<file path="src/rtl/flag_register_stack.sv">
// Status-flag register with a small LIFO for saving/restoring flags across CALL/RET and interrupts.
// Flags update from ALU (masked), an explicit load, or a stack pop; stack overflow/underflow are sticky.
module flag_register_stack #(
    parameter int DEPTH = 4,
    parameter int SP_W  = 3
) (
    input  logic            clk_i,
    input  logic            rst_i,
    input  logic [4:0]      alu_flag_i,
    input  logic [4:0]      wr_mask_i,
    input  logic            load_f_i,
    input  logic [4:0]      din_i,
    input  logic            push_i,
    input  logic            pop_i,
    output logic [4:0]      r_flag_o,
    output logic [SP_W-1:0] sp_cnt_o,
    output logic            stk_empty_o,
    output logic            stk_full_o,
    output logic            stk_ovf_o,
    output logic            stk_unf_o
);

    logic [4:0]            flag_q, flag_d;
    logic [SP_W-1:0]       sp_q, sp_d;
    logic                  ovf_q, ovf_d;
    logic                  unf_q, unf_d;
    logic [DEPTH-1:0][4:0] stk_q;
    logic [4:0]            top;
    logic                  empty, full, push_ok, pop_ok;

    assign empty   = (sp_q == '0);
    assign full    = (sp_q == SP_W'(DEPTH));
    // A simultaneous push+pop never moves the pointer; only the pop side reads.
    assign push_ok = push_i && !pop_i && !full;
    assign pop_ok  = pop_i && !empty;

    always_comb begin
        top = '0;
        for (int i = 0; i < DEPTH; i++) begin
            if (sp_q == SP_W'(i + 1)) top = stk_q[i];
        end

        flag_d = (flag_q & ~wr_mask_i) | (alu_flag_i & wr_mask_i);
        if (pop_ok)        flag_d = top;
        else if (load_f_i) flag_d = din_i;

        sp_d = sp_q;
        if (push_ok)               sp_d = sp_q + 1'b1;
        else if (pop_ok && !push_i) sp_d = sp_q - 1'b1;

        ovf_d = ovf_q | (push_i & full);
        unf_d = unf_q | (pop_i & empty);
    end

    always_ff @(posedge clk_i) begin
        if (rst_i) begin
            flag_q <= '0;
            sp_q   <= '0;
            ovf_q  <= 1'b0;
            unf_q  <= 1'b0;
        end else begin
            flag_q <= flag_d;
            sp_q   <= sp_d;
            ovf_q  <= ovf_d;
            unf_q  <= unf_d;
        end
    end

    // Stack storage needs no reset: entries above the pointer are never read.
    always_ff @(posedge clk_i) begin
        for (int i = 0; i < DEPTH; i++) begin
            if (!rst_i && push_ok && sp_q == SP_W'(i)) stk_q[i] <= flag_q;
        end
    end

    assign r_flag_o    = flag_q;
    assign sp_cnt_o    = sp_q;
    assign stk_empty_o = empty;
    assign stk_full_o  = full;
    assign stk_ovf_o   = ovf_q;
    assign stk_unf_o   = unf_q;

endmodule
</file>
<file path="config.mk">
export PLATFORM = sky130hd
export DESIGN_NAME = flag_register_stack
export DESIGN_NICKNAME = d
export VERILOG_FILES = /design/src/rtl/flag_register_stack.sv
export SDC_FILE = /design/constraint.sdc
export NUM_CORES = 1
export LEC_CHECK = 0
export ABC_AREA = 1
export ABC_CLOCK_PERIOD_IN_PS = 4300
export CAP_MARGIN = 20
export CORE_ASPECT_RATIO = 2
export CORE_UTILIZATION = 54
export DETAILED_ROUTE_END_ITERATION = 10
export GPL_TIMING_DRIVEN = 0
export PLACE_DENSITY = 0.91
export SLEW_MARGIN = 10
export SYNTH_ARGS = -nofsm -noshare
export SYNTH_HDL_FRONTEND = slang
export SYNTH_SLANG_ARGS = --single-unit
</file>
<file path="constraint.sdc">
create_clock -name clk_i -period 4.3 [get_ports clk_i]
set_input_delay 1.075 -clock clk_i [delete_from_list [all_inputs] [get_ports clk_i]]
set_output_delay 1.075 -clock clk_i [all_outputs]
set_load 0.005 [all_outputs]
</file>
# After elaboration in Yosys (flattened, before gate mapping)
# Index checks and enable logic that the tools add are counted.
# W data, S select, Z words.
# totals
regBits	30
input_bits	20
elab_cells	46
# op_classes
add_sub_neg	2
eq_ne	4
n_mux	8
bitwise	8
n_reduce_logical	16
# op_table
op	count
$mux W5	6
$and A5 B5 Y5	2
$logic_and A1 B1 Y1	9
$eq A3 B2 Y1 const B	2
$mux W3	2
$logic_not A1 Y1	5
$not A5 Y5	1
$or A5 B5 Y5	1
$add A3 B1 Y3 const B	1
$eq A3 B1 Y1 const B	1
$eq A3 B3 Y1 const B	1
$logic_not A3 Y1	1
$sub A3 B1 Y3 const B	1
$and A1 B1 Y1	2
$or A1 B1 Y1	2
$reduce_bool A2 Y1	1

# Longest topological paths before layout
# logic_depth
depth_word	6
depth_mapped	9
depth_no_buf	9

# Worst setup path before layout
# OpenSTA, ideal clock, no wires.
# synth_timing
path_kind	in2reg
from	in pop_i
to	reg stk_q[5] (netlist name), enable pin
arrival_time_ns	1.924
required_ns	3.926
path_slack_ns	2.003
path_stages	4
cell_sequence	buf_2 inv_1 nand4_1 nor3_1
# synth_between
elab_chain_cells	5
# synth_lines
element	line_no	rtl
start, declared	14	input logic pop_i,
$logic_not A1 Y1	34	assign push_ok = push_i && !pop_i && !full;
$logic_and A1 B1 Y1 (2 in series)	34	
$logic_and A1 B1 Y1 (2 in series)	72	if (!rst_i && push_ok && sp_q == SP_W'(i)) stk_q[i] <= flag_q;
end signal, assigned by index	72	
end, declared	27	logic [DEPTH-1:0][4:0] stk_q;
# Every way passes these cells.
# A chain may end at the register's enable or synchronous reset.

# Worst setup path in the final report
# layout_timing
from	reg sp_q[0], in the netlist sp_cnt_o[0]
to	out stk_full_o
# layout_between
elab_chain_cells	1
# layout_lines
element	line_no	rtl
start, declared	24	logic [SP_W-1:0] sp_q, sp_d;
start signal, assigned	63	sp_q <= sp_d;
$eq A3 B3 Y1	32	assign full = (sp_q == SP_W'(DEPTH));
end, declared	18	output logic stk_full_o,
# Every way passes these cells.

==> summary.txt <==
CTS
  – Setup bufs post-CTS: 0
  – Clock transition at path regs: 0.07 ns
  – Worst-Skew Late Latency: between 0.2 and 0.3 ns
  – Cts hold-fix bufs: 0
  – Post-cts resize count: 0
  – CTS root buffer: clkbuf_8
  – H-tree levels: 2
  – Longest Clk Path Bufs: 2
  – Total CTS buffers: 5
  – CTS sink count: 30
  – CTS tree: built

Timing
  – Setup TNS: 0 ns
  – Final worst path period share: between 70% and 80%
  – Tmin final: 3.04 ns
  – Worst-margin pin slew: 0.738 ns
  – Final hold violations: 0
  – WHS: 0.468 ns
  – Unrepaired setup endpoints after global routing: no
  – Worst setup margin: 1.26 ns
  – Final setup viols: 0
  – Worst rel slew slack: 50.4%
  – Final clock skew: 0.00556 ns
  – Fmax: between 300 and 400 MHz
  – Final Max Slew Viols: 0

Synthesis
  – Synth Net Count: about 220
  – EDFF count, synth: 20
  – Top post-synthesis cells by count: nand2_1, inv_1, nor2_1
  – Mean area per synthesized cell: 7.93 sq um
  – Library cells used by synthesis: 19
  – Warnings, synthesis: 0
  – Synthesis-stage register bit count: 30
  – Synth Cell Area: 1570 sq um
  – Register area share after synthesis: 51.0%
  – Mapped Cells: 198
  – Top FF cell, synth: edfxtp_1
  – Synth top area share: 38.2%
  – Top post-synthesis cells by area: edfxtp_1, dfxtp_1, nand2_1
  – Async S/R FF share, synth: 0%
  – Most instantiated library cell after synthesis: nand2_1
  – Cell taking the most area after synthesis: edfxtp_1

Critical path
  – Crit path largest cell delay: a little over 0.5 ns
  – Crit path launch type: register
  – Worst path cell trace: inv_1, ha_1, nand2_2, inv_2, buf_4, clkdlybuf4s50_1
  – Cell family with most CP delay: buffers and inverters
  – Setup CP Type: reg2out
  – Reg2reg end: stk_q[6]
  – Slowest-stage cell, CP: clkdlybuf4s50_1
  – Critical Path AT: 1.96 ns
  – CP required: 3.22 ns
  – R2r setup slk: 2.16 ns
  – Critical Path End Type: primary output
  – FF-to-FF Start: sp_cnt_o[0]
  – CP Max Fanout: 10
  – Bufs and invs on worst path: 4
  – Worst r2r path cells: 5
  – Worst Setup SP: sp_cnt_o[0]

Min path
  – Worst Hold Depth: 1
  – Hold WC Path Type: reg2reg
  – Worst Min Path Start: stk_unf_o
  – Worst Hold End: stk_unf_o

Route
  – Iter 0 DRT Violations: 45
  – Routed wire per std cell: between 10 and 15 um
  – DR DRC count: 0
  – Number of routed nets with antenna violations: 0
  – Vias per cell: 5.08
  – TritonRoute pass-1 iters: 4
  – Vias: 1345
  – Final wirelength: 3110 um

Layout
  – FF/Latch Area: roughly 800 sq um
  – # nets final: ~260
  – Multi-input logic area: about 600 sq um
  – # diodes: 0
  – Layout cells sized above 1: 7.20%
  – Synth-to-Final Area Change: 26.9%
  – Fill cell count: roughly 210

Floorplan
  – Core Region: 2770 sq um
  – Die Area: about 3100 sq um
  – Rows: 27
  – Die width: 40.1 um
  – Starting Density: 56.7%
  – Die Ht: 78.3 um
  – Ports: 32

Place
  – Hpwl dp: 2390 um
  – Pre-CTS setup slack: 1.40 ns
  – GP Congestion: 0.889
  – Port bufs: 30

Global route
  – Global-route wire length before repair: 5040 um
  – Gr ovfl total: 0
  – Pin count of the biggest net entering global routing: 11
  – Gr usage total: roughly a quarter
  – Vias in the first global route: 1245
  – Antenna violations before repair: 0

Power and ir drop
  – VDD IR max: 0.000313 V
  – Final Total Pwr: 749 uW
  – Leak Pwr: 0.000942 uW
  – Power Density: 376 nW/um^2

Job
  – Max_cap viols: 0

Run status
  – Status: finished clean
==> report_power, final <==
group,switching [uW],total (uW),leakage (uW),internal [uW]
clock,107,218,0.0000416,110
combinational,98.6,184,0.000635,85.5
sequential,17.1,347,0.000266,330
==> worst register-to-register path: cells and delay by family (launching register included) <==
| kind | cells | cell delay (ns) |
|---|---|---|
| AND/OR/NAND/NOR | 3 | 0.98 |
| flip-flops | 1 | 0.39 |
| adder cells (fa/ha/maj) | 1 | 0.27 |
| buffers and inverters | 1 | 0.13 |
==> final cells by class <==
cell class / instances / area share, %
timing repair buffer: 30 / 15.1
clock inverter: 3 / 0.817
tap: 29 / 1.82
inverter: 40 / 7.54
buffer: 5 / 1.26
clock buffer: 5 / 3.45
sequential: 30 / 40.2
multi-input combinational: 123 / 29.8
==> worst max path at each step <==
stage                       to  slack, ns  depth (start not counted)
floorplan             stk_q[5]       2.00                          4
global placement      stk_q[6]       1.50                          3
detailed placement    stk_q[6]       1.40                          3
CTS                 stk_full_o       1.29                          6
global route        stk_full_o       1.17                          6
finish              stk_full_o       1.26                          6
==> stage by stage <==
stage / area (sq um) / utilization (%) / std cells
after floorplan: 1570 / - / 198
final: 1990 / 71.9 / 265
after global routing: 1990 / 71.9 / 265
after detailed placement: 1910 / 68.8 / 257
after CTS: 1990 / 71.9 / 265
after global placement: 1910 / 68.8 / 257
==> metal layers <==
| metal | share of wire, % | vias up | GRT usage, % |
|---|---|---|---|
| met5 | 0 | - | 0 |
| met4 | 2.6 | 0 | 13.4 |
| met3 | 3.4 | 6 | 5.93 |
| met2 | 57 | 39 | 41.1 |
| met1 | 37 | 608 | 24.5 |
| li1 | - | 692 | - |
==> cell families (layout without fill, tap and decap cells) <==
group,after synthesis,count (layout),share of synthesized area [%]
compound gates,18,18,6.06
simple gates,99,99,27.0
fa+ha+maj,6,6,4.78
buf+inv,45,83,11.2
flops,30,30,51.0
==> cells in the final DEF (no fill, tap or decap), drive strengths merged, types with 2 or more instances in the layout <==
cell and n:
clkdlybuf4s50 30, clkinv 2, nand2 49, dfxtp 10
nor2 27, edfxtp 20, clkbuf 7, inv 40
nand3 19, nand4 3, o21a 2, ha 6
buf 3, a21oi 15
No activity file was read; power rests on OpenSTA's default activity.
